--- src/rtl/pipe_valid_chain_pkg.sv ---
// Shared constants for the in-order pipeline valid/allowin chain.
// Holds the default stage count and payload width used by the CPU top,
// and symbolic stage indices for the 5-stage core.
package pipe_valid_chain_pkg;

    localparam int PIPE_DEF_STAGES = 5;
    localparam int PIPE_DEF_DATA_W = 64;
    localparam int PIPE_DEF_CNT_W  = 32;

    typedef enum logic [2:0] {
        STAGE_IF  = 3'd0,
        STAGE_ID  = 3'd1,
        STAGE_EX  = 3'd2,
        STAGE_MEM = 3'd3,
        STAGE_WB  = 3'd4
    } stageIdx_e;

endpackage

--- src/rtl/pipe_valid_chain_stage_reg.sv ---
// One pipeline stage: a valid bit plus a payload register.
// A kill clears the entry regardless of stalls; otherwise the stage loads the
// incoming entry when it allows in, dropping it if the source stage was killed.
module pipe_stage_reg
    import pipe_valid_chain_pkg::*;
#(
    parameter int DATA_W = PIPE_DEF_DATA_W
) (
    input  logic              clk,
    input  logic              reset,
    input  logic              allowIn_i,
    input  logic              kill_i,
    input  logic              drop_i,
    input  logic              incoming_i,
    input  logic [DATA_W-1:0] incomingData_i,
    output logic              valid_o,
    output logic [DATA_W-1:0] data_o
);

    logic              valid_q;
    logic              valid_d;
    logic [DATA_W-1:0] data_q;
    logic [DATA_W-1:0] data_d;

    // Next-state: kill beats everything, then advance when allowed, else hold.
    always_comb begin
        valid_d = valid_q;
        data_d  = data_q;
        if (kill_i) begin
            valid_d = 1'b0;
        end else if (allowIn_i) begin
            valid_d = incoming_i && !drop_i;
            if (incoming_i) begin
                data_d = incomingData_i;
            end
        end
    end

    // Valid bit is the only state that needs a reset value.
    always_ff @(posedge clk or posedge reset) begin
        if (reset) begin
            valid_q <= 1'b0;
        end else begin
            valid_q <= valid_d;
        end
    end

    // Payload is don't-care while invalid, so it is left unreset.
    always_ff @(posedge clk) begin
        data_q <= data_d;
    end

    assign valid_o = valid_q;
    assign data_o  = data_q;

endmodule

--- src/rtl/pipe_valid_chain.sv ---
// N-stage in-order pipeline control and payload chain with valid/allowin
// handshake, per-stage ready_go stalls and flush-based kill of younger stages.
// Define PIPE_PERF_CNT_EN to build the saturating retire/stall/flush counters;
// without it the perf_* ports are tied to zero.
module pipe_valid_chain
    import pipe_valid_chain_pkg::*;
#(
    parameter int NUM_STAGES = PIPE_DEF_STAGES,
    parameter int DATA_W     = PIPE_DEF_DATA_W,
    parameter int CNT_W      = PIPE_DEF_CNT_W
) (
    input  logic                         clk,
    input  logic                         reset,
    input  logic                         in_valid,
    input  logic [DATA_W-1:0]            in_data,
    output logic                         in_allowin,
    input  logic [NUM_STAGES-1:0]        stage_ready_go,
    input  logic [NUM_STAGES-1:0]        flush,
    output logic [NUM_STAGES-1:0]        stage_valid,
    output logic [NUM_STAGES*DATA_W-1:0] stage_data,
    output logic                         out_valid,
    output logic [DATA_W-1:0]            out_data,
    input  logic                         out_ready,
    output logic [CNT_W-1:0]             perf_retire_cnt,
    output logic [CNT_W-1:0]             perf_stall_cnt,
    output logic [CNT_W-1:0]             perf_flush_cnt
);

    logic [NUM_STAGES:0]                    allowIn;
    logic [NUM_STAGES-1:0]                  killVec;
    logic [NUM_STAGES-1:0]                  dropVec;
    logic [NUM_STAGES-1:0]                  incomingVec;
    logic [NUM_STAGES-1:0]                  validVec;
    logic [NUM_STAGES-1:0][DATA_W-1:0]      dataVec;
    logic [NUM_STAGES-1:0][DATA_W-1:0]      prevData;

    // Allowin ripples from the sink back to stage 0; kill ranges spread from
    // the oldest flushing stage down to stage 0.
    always_comb begin
        allowIn     = '0;
        killVec     = '0;
        dropVec     = '0;
        incomingVec = '0;
        allowIn[NUM_STAGES] = out_ready;
        for (int k = NUM_STAGES - 1; k >= 0; k--) begin
            allowIn[k] = !validVec[k] || (stage_ready_go[k] && allowIn[k+1]);
        end
        for (int k = NUM_STAGES - 2; k >= 0; k--) begin
            killVec[k] = killVec[k+1] | flush[k+1];
        end
        for (int k = 1; k < NUM_STAGES; k++) begin
            dropVec[k]     = killVec[k-1];
            incomingVec[k] = validVec[k-1] && stage_ready_go[k-1];
        end
        incomingVec[0] = in_valid && allowIn[0] && !killVec[0];
    end

    assign in_allowin = allowIn[0] && !killVec[0];

    for (genvar k = 0; k < NUM_STAGES; k++) begin : gStage
        if (k == 0) begin : gFirst
            assign prevData[k] = in_data;
        end else begin : gRest
            assign prevData[k] = dataVec[k-1];
        end

        pipe_stage_reg #(
            .DATA_W(DATA_W)
        ) uStage (
            .clk           (clk),
            .reset         (reset),
            .allowIn_i     (allowIn[k]),
            .kill_i        (killVec[k]),
            .drop_i        (dropVec[k]),
            .incoming_i    (incomingVec[k]),
            .incomingData_i(prevData[k]),
            .valid_o       (validVec[k]),
            .data_o        (dataVec[k])
        );
    end

    assign stage_valid = validVec;
    assign stage_data  = dataVec;
    assign out_valid   = validVec[NUM_STAGES-1] && stage_ready_go[NUM_STAGES-1];
    assign out_data    = dataVec[NUM_STAGES-1];

`ifdef PIPE_PERF_CNT_EN
    localparam logic [CNT_W-1:0] CNT_ONE = CNT_W'(1);

    logic [CNT_W-1:0] retireCnt_q;
    logic [CNT_W-1:0] stallCnt_q;
    logic [CNT_W-1:0] flushCnt_q;
    logic             retireFire;
    logic             stallCycle;
    logic             flushCycle;

    assign retireFire = out_valid && out_ready;
    assign stallCycle = in_valid && !in_allowin;
    assign flushCycle = |flush;

    // Event counters stick at all-ones instead of wrapping.
    always_ff @(posedge clk or posedge reset) begin
        if (reset) begin
            retireCnt_q <= '0;
            stallCnt_q  <= '0;
            flushCnt_q  <= '0;
        end else begin
            if (retireFire && (retireCnt_q != '1)) begin
                retireCnt_q <= retireCnt_q + CNT_ONE;
            end
            if (stallCycle && (stallCnt_q != '1)) begin
                stallCnt_q <= stallCnt_q + CNT_ONE;
            end
            if (flushCycle && (flushCnt_q != '1)) begin
                flushCnt_q <= flushCnt_q + CNT_ONE;
            end
        end
    end

    assign perf_retire_cnt = retireCnt_q;
    assign perf_stall_cnt  = stallCnt_q;
    assign perf_flush_cnt  = flushCnt_q;
`else
    assign perf_retire_cnt = '0;
    assign perf_stall_cnt  = '0;
    assign perf_flush_cnt  = '0;
`endif

endmodule

--- config.mk ---
export PLATFORM = sky130hd
export DESIGN_NAME = pipe_valid_chain
export DESIGN_NICKNAME = d
export VERILOG_FILES = /design/src/rtl/pipe_valid_chain_pkg.sv /design/src/rtl/pipe_valid_chain_stage_reg.sv /design/src/rtl/pipe_valid_chain.sv
export SDC_FILE = /design/constraint.sdc
export NUM_CORES = 1
export LEC_CHECK = 0
export CORE_AREA = 5 5 217 219
export DETAILED_ROUTE_END_ITERATION = 6
export DIE_AREA = 0 0 222 224
export PLACE_DENSITY_LB_ADDON = 0.1
export SLEW_MARGIN = 5
export SYNTH_ARGS = -nofsm -noshare
export SYNTH_HDL_FRONTEND = slang
export SYNTH_SLANG_ARGS = --single-unit
--- constraint.sdc ---
create_clock -name clk -period 13 [get_ports clk]
set_input_delay 2.6 -clock clk [delete_from_list [all_inputs] [get_ports clk]]
set_output_delay 2.6 -clock clk [all_outputs]
set_load 0.01 [all_outputs]
==> summary.txt, run 1 <==
Placed design
  – Cell Area, Placed: 0.0159 mm²
  – # port buffers: 467
  – Routability cong.: 0.760
  – Setup WS pre-CTS: 6060 ps
  – HPWL after DPL: 24.0 mm

Route
  – Routed wire length per instance: 20.6 µm
  – Routed WL: 33.0 mm
  – Via count: 5816
  – DRC Markers: 0
  – ANT nets after route: 0
  – DRT Pass-1 Iters: 4
  – Iteration-0 DRC Markers: 236
  – Vias/cell: 3.63

Clock tree
  – CTS buffer count: 40
  – Root Driver: clkbuf_16
  – CTS resizes: 0
  – Hold buffers post-CTS: 0
  – Clk slew on worst S/H paths: 60 ps
  – CTS Sinks: 325
  – Post-CTS setup buffers: 0
  – Clock Latency Late Sink: 540 ps
  – Htree depth: 2
  – Clock buffer depth: 3
  – TritonCTS clock tree: yes

Timing
  – Final setup vio count: 0
  – Final setup margin: 6060 ps
  – Fmax: 144 MHz
  – Worst Skew: 15.5 ps
  – Hold Vio Cnt, Final: 0
  – Final TNS setup: 0 ps
  – Tcrit/Tclk final: 53.4%
  – Slew margin rel.: 31.4%
  – RSZ-0062 raised after global routing: false
  – Worst-Margin Slew: 1030 ps
  – Min Tclk post-route: 6940 ps
  – Final hold slack: 441 ps
  – Fin. max-slew vios: 0

Finish
  – Final net count: 1053
  – Most common cell after layout, fill and taps aside: clkdlybuf4s50_1
  – Most frequent cells in the layout: clkdlybuf4s50_1 (467), edfxtp_1 (320), conb_1 (96), clkbuf_16 (41), clkinv_1 (11)
  – Final core occ: 37.9%
  – Design area: 0.0170 mm²
  – Share of cells above drive strength 1: 6.69%
  – Filler Cells Inserted: 4210
  – Layout area overhead: 51.8%

Floorplanning
  – Core area: 0.0449 mm²
  – Initial core utilization: 25.0%
  – Die area: 0.0497 mm²
  – Num ports: 565
  – Die Y: 224 µm
  – Site Rows: 78
  – DIE WIDTH: 222 µm

Worst setup path
  – FF-to-FF setup slack: 10410 ps
  – WP data arrival: 4340 ps
  – Crit path max-delay cell type: clkdlybuf4s50_1
  – Worst R2R Start: gStage[3].uStage.valid_o
  – Delay-heaviest family, CP: buffers and inverters
  – Crit. End Element: output pin
  – Slowest cell delay on critical path: 610 ps
  – Reg-to-reg endpoint: gStage[0].uStage.data_o[39]
  – Crit path max fanout: 5
  – Critical path class: primary input to output pin
  – Crit path launch type: primary input
  – Cell mode on critical path: clkdlybuf4s50_1
  – CP bufs+invs: 2
  – Crit-path cells: clkdlybuf4s50_1, nand3b_1, nand3_1, o21ai_1, a21oi_1, clkdlybuf4s50_1
  – Worst Reg-to-Reg Cells: 5
  – Worst Path Required: 10400 ps

GRT
  – Initial antenna violation count: 1
  – Gr usage total: 12.6%
  – Vias in the first global route: 6240
  – Largest net degree at the start of global routing: 65
  – Total grt overflow: 0
  – First-pass GRT wire length: 45.7 mm

Min path
  – Min-delay src: gStage[0].uStage.data_o[36]
  – Worst Hold Path EP: gStage[1].uStage.data_o[36]
  – Hold depth: 0
  – Worst min path class: flop to flop

Synth
  – Mapped Area: 0.0112 mm²
  – Area contributors post-synth: edfxtp_1 (86%), buf_4 (11%), dfrtp_1 (1.1%)
  – Ys async rst share: 1.54%
  – Synth area leader: edfxtp_1
  – Yosys synthesis warning count: 0
  – Number of synthesized flops with an enable pin: 320
  – Gate Count Post-Synth: 528
  – Synth Register Bits: 325
  – Synth top area share: 85.6%
  – Post-synth top flop: edfxtp_1
  – Avg Cell Area, Syn: 21.3 µm²
  – Sequential area share after synthesis: 86.7%
  – Synth unique cells: 26

Pwr
  – Peak supply drop: 0.0968 mV
  – Leakage power: 5.78 nW
  – Power per standard cell area: 129 mW/mm²

Flow run
  – Max-cap violation count: 0

Status
  – Status: finished, final reports clean
-- flip-flops by register name, indices dropped and copies added (netlist names) --
name                   flops
gStage.uStage.data_o     320
gStage.uStage.valid_o      5
-- synth_stat cells, drive strengths merged (2+ instances only) --
cell type,instances
nand2,3
nand3b,2
o21ai,2
a21boi,2
nor2,7
inv,4
nor3b,2
o21a,2
a21oi,2
nand2b,2
buf,165
dfrtp,5
edfxtp,320
nand3,2
-- worst reg2reg max path, delay by kind of cell (launching register included) --
kind | cells | cell delay [ps]
DFF | 1 | 430
and+or+nand+nor | 2 | 290
AOI/OAI and AO/OA | 2 | 620
buffers and inverters | 1 | 780
-- metal layers --
| layer | share of wire [%] | vias up | global-route usage, % |
|---|---|---|---|
| li1 | - | 2600 | - |
| met1 | 34 | 2851 | 12.9 |
| met4 | 2.5 | 2 | 4.57 |
| met2 | 52 | 312 | 21.9 |
| met3 | 12 | 51 | 6.68 |
| met5 | 0.033 | - | 0 |
-- stage by stage --
| stage | std cells | power, mW |
|---|---|---|
| 2_1_floorplan | 623 | 1.20 |
| 3_3_place_gp | 1533 | 1.21 |
| 3_5_place_dp | 1533 | 1.21 |
| 4_1_cts | 1602 | 2.25 |
| 5_1_grt | 1602 | 2.29 |
| 6_report | 1603 | 2.20 |
-- logic make-up (layout without fill, tap and decap cells) --
| family | Yosys count | count (layout) | synth area share (%) |
|---|---|---|---|
| other | 1 | 97 | 0.0334 |
| buffers and inverters | 169 | 548 | 11.2 |
| DFF | 325 | 325 | 86.7 |
| and+or+nand+nor | 22 | 22 | 1.20 |
| AOI/OAI and AO/OA | 11 | 11 | 0.869 |
-- where the power goes --
part           internal (mW)  switching [mW]  total, mW
Clock                  0.595           0.418       1.01
Sequential              1.14         0.00123       1.14
Combinational         0.0243          0.0231     0.0474
-- worst max-delay path by stage --
stage | start | to | slack [ps] | depth (start not counted)
after floorplan | flush[3] | gStage[1].uStage.data_o[0] | 4870 | 2
after global placement | stage_ready_go[2] | in_allowin | 6060 | 6
after detailed placement | stage_ready_go[2] | in_allowin | 6060 | 6
after CTS | stage_ready_go[2] | in_allowin | 6040 | 6
after global routing | stage_ready_go[2] | in_allowin | 5950 | 6
final | stage_ready_go[2] | in_allowin | 6060 | 6
-- layout make-up --
type	count	area [µm²]	share of cell area (%)
clock inverter	18	114	0.668
sequential	325	9730	57.1
clock buffer	51	1060	6.24
multi-input combinational	129	622	3.65
tap	600	751	4.41
inverter	4	15.0	0.0881
antenna	1	2.50	0.0147
timing repair buffer	475	4730	27.8
No activity file was read; power rests on OpenSTA's default activity.
==> inputs of run 2 (changes only) <==
==> constraint.sdc (replaced) <==
create_clock -name clk -period 6 [get_ports clk]
set_input_delay 1.2 -clock clk [delete_from_list [all_inputs] [get_ports clk]]
set_output_delay 1.2 -clock clk [all_outputs]
set_load 0.01 [all_outputs]
==> run 2 against run 1 <==
Net effect:
- clock skew grew 2.4 ps
- sequential power grew 120%
- combinational power rose by 120%
- worst hold slack got worse by 2.6 ps
- clock power up 130%
- via count increased by 0.26%
- wire length decreased by 0.31%
- register-to-register slack lost 6900 ps
- sequential cell count stayed put
- worst setup slack worse by 4200 ps
- utilization grew 0.15 points
- global-route usage shrank 0.17 points
- critical path type unchanged
==> summary.txt, run 2 (synthesis results as in run 1) <==
Placed design
  – Setup WS pre-CTS: 1880 ps
  – Cells after DPL: 1532
  – HPWL after DPL: 24.1 mm
  – # port buffers: 467
  – Routability cong.: 0.779

GRT
  – Largest net degree at the start of global routing: 65
  – Vias in the first global route: 6247
  – First-pass GRT wire length: 45.2 mm
  – Gr usage total: 12.4%
  – Total grt overflow: 0
  – Initial antenna violation count: 2

Route
  – Routed WL: 32.9 mm
  – DRC Markers: 0
  – Iteration-0 DRC Markers: 281
  – ANT nets after route: 0
  – Vias/cell: 3.64
  – Routed wire length per instance: 20.6 µm
  – DRT Pass-1 Iters: 4
  – Via count: 5831

Worst setup path
  – Cell mode on critical path: clkdlybuf4s50_1
  – Worst Reg-to-Reg Cells: 4
  – Setup crit start: flush[3]
  – Delay-heaviest family, CP: buffers and inverters
  – Crit path launch type: primary input
  – Crit path max-delay cell type: clkdlybuf4s50_1
  – CP bufs+invs: 2
  – WP depth: 5
  – Crit. End Element: output pin
  – Worst Path Required: 4800 ps
  – Crit path max fanout: 4
  – WP data arrival: 2940 ps
  – Slowest cell delay on critical path: 560 ps
  – Worst R2R Start: gStage[4].uStage.valid_o
  – Crit-path cells: clkdlybuf4s50_1, nor3_2, nand2b_2, a21oi_1, clkdlybuf4s50_1
  – Critical path class: primary input to output pin

Timing
  – Slew margin rel.: 33.6%
  – Fin. max-slew vios: 0
  – Final setup vio count: 0
  – Tcrit/Tclk final: 68.9%
  – Worst Skew: 17.9 ps
  – Final TNS setup: 0 ps
  – Min Tclk post-route: 4140 ps
  – Hold Vio Cnt, Final: 0
  – Final setup margin: 1860 ps
  – Fmax: 242 MHz
  – RSZ-0062 raised after global routing: false
  – Worst-Margin Slew: 995 ps

Pwr
  – Leakage power: 5.80 nW
  – Reg power frac: 50.8%
  – Combinational share of power: 2.1%
  – P_sw: 0.961 mW
  – Clock power frac: 47.0%
  – Internal power: 3.90 mW
  – Switching share of power: 19.8%
  – Power, Total: 4.87 mW
  – Peak supply drop: 0.142 mV
  – Power per standard cell area: 285 mW/mm²

Floorplanning
  – Initial core utilization: 25.0%
  – Die area: 0.0497 mm²
  – Core area: 0.0449 mm²
  – Num ports: 565
  – Die Y: 224 µm
  – DIE WIDTH: 222 µm
  – Site Rows: 78

Min path
  – Worst min path class: flop to flop
  – Hold depth: 0
  – Min-delay src: gStage[2].uStage.data_o[37]

Finish
  – Final net count: 1050
  – Filler Cells Inserted: 4201
  – Area of the multi-input gates: 634 µm²
  – Most common cell after layout, fill and taps aside: clkdlybuf4s50_1
  – Most frequent cells in the layout: clkdlybuf4s50_1 (467), edfxtp_1 (320), conb_1 (96), clkbuf_16 (38), clkbuf_1 (11)
  – Share of cells above drive strength 1: 6.90%
  – Layout area overhead: 52.4%
  – Flip-flop and latch area: 0.00973 mm²
  – Max reg flops: 320
  – Non-Filler Instances: 1601

Clock tree
  – Root Driver: clkbuf_16
  – CTS buffer count: 38
  – Clock Latency Late Sink: 530 ps
  – Clock buffer depth: 3
  – Post-CTS setup buffers: 0
  – CTS Sinks: 325
  – Clk slew on worst S/H paths: 50 ps
  – Hold buffers post-CTS: 0
  – Htree depth: 2
  – TritonCTS clock tree: yes
  – CTS resizes: 0

Flow run
  – Max-cap violation count: 0

Status
  – Status: finished, final reports clean
[run 2: layout make-up]
cell class | count | share of cell area [%]
diodes | 1 | 0.0146
repair buffers | 474 | 27.7
flip-flops and latches | 325 | 56.9
well taps | 600 | 4.39
inverters | 4 | 0.0878
clock buffers | 52 | 6.04
clock inverters | 16 | 1.13
multi-input cells | 129 | 3.71
[run 2: per-stage QoR]
| step | hold WS [ps] | utilization, % | area (µm²) |
|---|---|---|---|
| 6_report | 438 | 38.1 | 17100 |
| 5_1_grt | 450 | 38.1 | 17100 |
| 3_3_place_gp | 429 | 35.4 | 15900 |
| 2_1_floorplan | 499 | - | 11600 |
| 4_1_cts | 435 | 38.1 | 17100 |
| 3_5_place_dp | 430 | 35.4 | 15900 |
[run 2: metal layers]
metal / GRT usage [%] / share of wire [%] / up-vias
li1: - / - / 2592
met1: 12.7 / 34 / 2885
met2: 21.9 / 52 / 307
met3: 6.79 / 12 / 45
met4: 3.70 / 1.8 / 2
met5: 0 / 0.039 / -
[run 2: power groups by stage]
stage                     Combinational, mW  Clock (mW)  Sequential [mW]
after floorplan                      0.0787           0             2.52
final                                 0.104        2.29             2.47
after global placement                0.101           0             2.52
after global routing                  0.111        2.48             2.47
after detailed placement              0.103           0             2.52
after CTS                             0.103        2.39             2.47
[run 2: final timing paths]
path	slack, ps	end
max	1860	in_allowin
min	440	gStage[3].uStage.data_o[37]
max reg2reg	3530	gStage[3].uStage.data_o[44]
min reg2reg	440	gStage[3].uStage.data_o[37]
max in group asynchronous	4920	gStage[1].uStage.valid_o
min in group asynchronous	880	gStage[3].uStage.valid_o
==> inputs of run 3 (changes only) <==
==> constraint.sdc (replaced) <==
create_clock -name clk -period 3.75 [get_ports clk]
set_input_delay 0.75 -clock clk [delete_from_list [all_inputs] [get_ports clk]]
set_output_delay 0.75 -clock clk [all_outputs]
set_load 0.01 [all_outputs]
==> run 3 against run 2 <==
Net effect:
- die area unchanged
- critical endpoint unchanged
- sequential cell count unchanged
- non-clock buffer count increased by 1
- via count increased by 0.17%
- largest power group unchanged
- register-to-register slack got worse by 1800 ps
- cell count decreased by 0.19%
==> summary.txt, run 3 (synthesis results as in run 1) <==
Clock tree
  – Hold buffers post-CTS: 0
  – Clock Latency Late Sink: 540 ps
  – Root Driver: clkbuf_16
  – Clk slew on worst S/H paths: 50 ps
  – Clock buffer depth: 3
  – CTS buffer count: 38
  – Htree depth: 2
  – CTS Sinks: 325
  – CTS resizes: 0
  – TritonCTS clock tree: yes
  – Post-CTS setup buffers: 0

GRT
  – Largest net degree at the start of global routing: 65
  – First-pass GRT wire length: 45.3 mm
  – Total grt overflow: 0
  – Initial antenna violation count: 3
  – Gr usage total: 12.4%
  – Vias in the first global route: 6245

Floorplanning
  – Initial core utilization: 25.0%
  – Num ports: 565
  – DIE WIDTH: 222 µm
  – Die area: 0.0497 mm²
  – Die Y: 224 µm
  – Core area: 0.0449 mm²
  – Site Rows: 78

Worst setup path
  – Cell mode on critical path: clkdlybuf4s50_1
  – WP data arrival: 2480 ps
  – Reg-to-reg endpoint: gStage[0].uStage.data_o[35]
  – CP bufs+invs: 2
  – Worst R2R Start: gStage[3].uStage.valid_o
  – Worst Reg-to-Reg Cells: 5
  – Critical path class: primary input to output pin
  – Setup crit start: flush[4]
  – Crit. End Element: output pin
  – Crit path launch type: primary input
  – FF-to-FF setup slack: 1720 ps
  – Setup crit end: in_allowin
  – WP depth: 5
  – Slowest cell delay on critical path: 550 ps
  – Crit path max-delay cell type: clkdlybuf4s50_1
  – Worst Path Required: 3000 ps
  – Crit path max fanout: 6
  – Crit-path cells: clkdlybuf4s50_1, nor3_2, nand2b_2, a21oi_1, clkdlybuf4s50_1
  – Delay-heaviest family, CP: buffers and inverters

Timing
  – Min Tclk post-route: 3230 ps
  – Fin. max-slew vios: 0
  – Hold Vio Cnt, Final: 0
  – Tcrit/Tclk final: 86.2%
  – RSZ-0062 raised after global routing: false
  – Slew margin rel.: 60.9%
  – Final TNS setup: 0 ps
  – Worst-Margin Slew: 587 ps
  – Final setup vio count: 0
  – Worst Skew: 15.2 ps
  – Fmax: 309 MHz

Finish
  – N_diodes: 0
  – Max reg flops: 320
  – Most common cell after layout, fill and taps aside: clkdlybuf4s50_1
  – Most frequent cells in the layout: clkdlybuf4s50_1 (467), edfxtp_1 (320), conb_1 (96), clkbuf_16 (39), clkbuf_1 (13)
  – Flip-flop and latch area: 0.00973 mm²
  – Layout area overhead: 52.0%
  – Share of cells above drive strength 1: 6.31%
  – Final net count: 1051
  – Area of the multi-input gates: 634 µm²
  – Filler Cells Inserted: 4203
  – Non-Filler Instances: 1598

Placed design
  – Cells after DPL: 1533
  – HPWL after DPL: 23.8 mm
  – # port buffers: 467
  – Routability cong.: 0.774

Route
  – Routed WL: 32.8 mm
  – Via count: 5841
  – DRC Markers: 0
  – Routed wire length per instance: 20.5 µm
  – Vias/cell: 3.66
  – ANT nets after route: 0
  – Iteration-0 DRC Markers: 279
  – DRT Pass-1 Iters: 4

Pwr
  – Power per standard cell area: 444 mW/mm²
  – Leakage power: 5.77 nW
  – Peak supply drop: 0.225 mV

Flow run
  – Max-cap violation count: 0

Status
  – Status: finished, final reports clean

Min path
  – Worst min path class: primary input to async pin
run 3: worst min path at each step:
stage / end / slack (ps) / depth (start not counted)
after global placement: gStage[2].uStage.data_o[44] / 430 / 0
after global routing: gStage[0].uStage.valid_o / 420 / 2
after floorplan: gStage[1].uStage.data_o[0] / 500 / 0
after detailed placement: gStage[2].uStage.data_o[16] / 430 / 0
after CTS: gStage[0].uStage.valid_o / 390 / 2
final: gStage[0].uStage.valid_o / 420 / 2
run 3: final cells by class:
cell class,instances,area share [%]
Clock buffer,52,6.01
Sequential cell,325,57.1
Multi-Input combinational cell,129,3.72
Timing Repair Buffer,475,28.0
Clock inverter,13,0.748
Inverter,4,0.0880
Tap cell,600,4.40
run 3: stage by stage:
step	setup slack [ps]	area, µm²	hold WS (ps)	power (mW)	util, %
global placement	508	15900	429	4.20	35.4
detailed placement	498	15900	431	4.20	35.4
global route	429	17100	416	7.91	38.0
floorplan	-250	11600	499	4.16	-
finish	518	17100	421	7.57	38.0
CTS	486	17100	394	7.72	38.0
run 3: routing by layer:
layer,GRT usage (%),wire length [µm]
met1,12.8,11300
met2,21.7,16900
met3,7.23,3920
met4,3.28,662
met5,0,41
run 3: power by group:
part	switching, mW	leakage (nW)	internal [mW]
clock network	1.40	0.554	2.05
logic	0.0811	2.27	0.0846
registers	0.00417	2.95	3.95
total	1.49	5.77	6.09
run 3: worst reg2reg max path: stages, from the launching register on:
cell and delay [ps]:
dfrtp_1 430, nand3b_1 180, nand3_1 110, o21ai_1 140, a211oi_4 270, buf_4 480
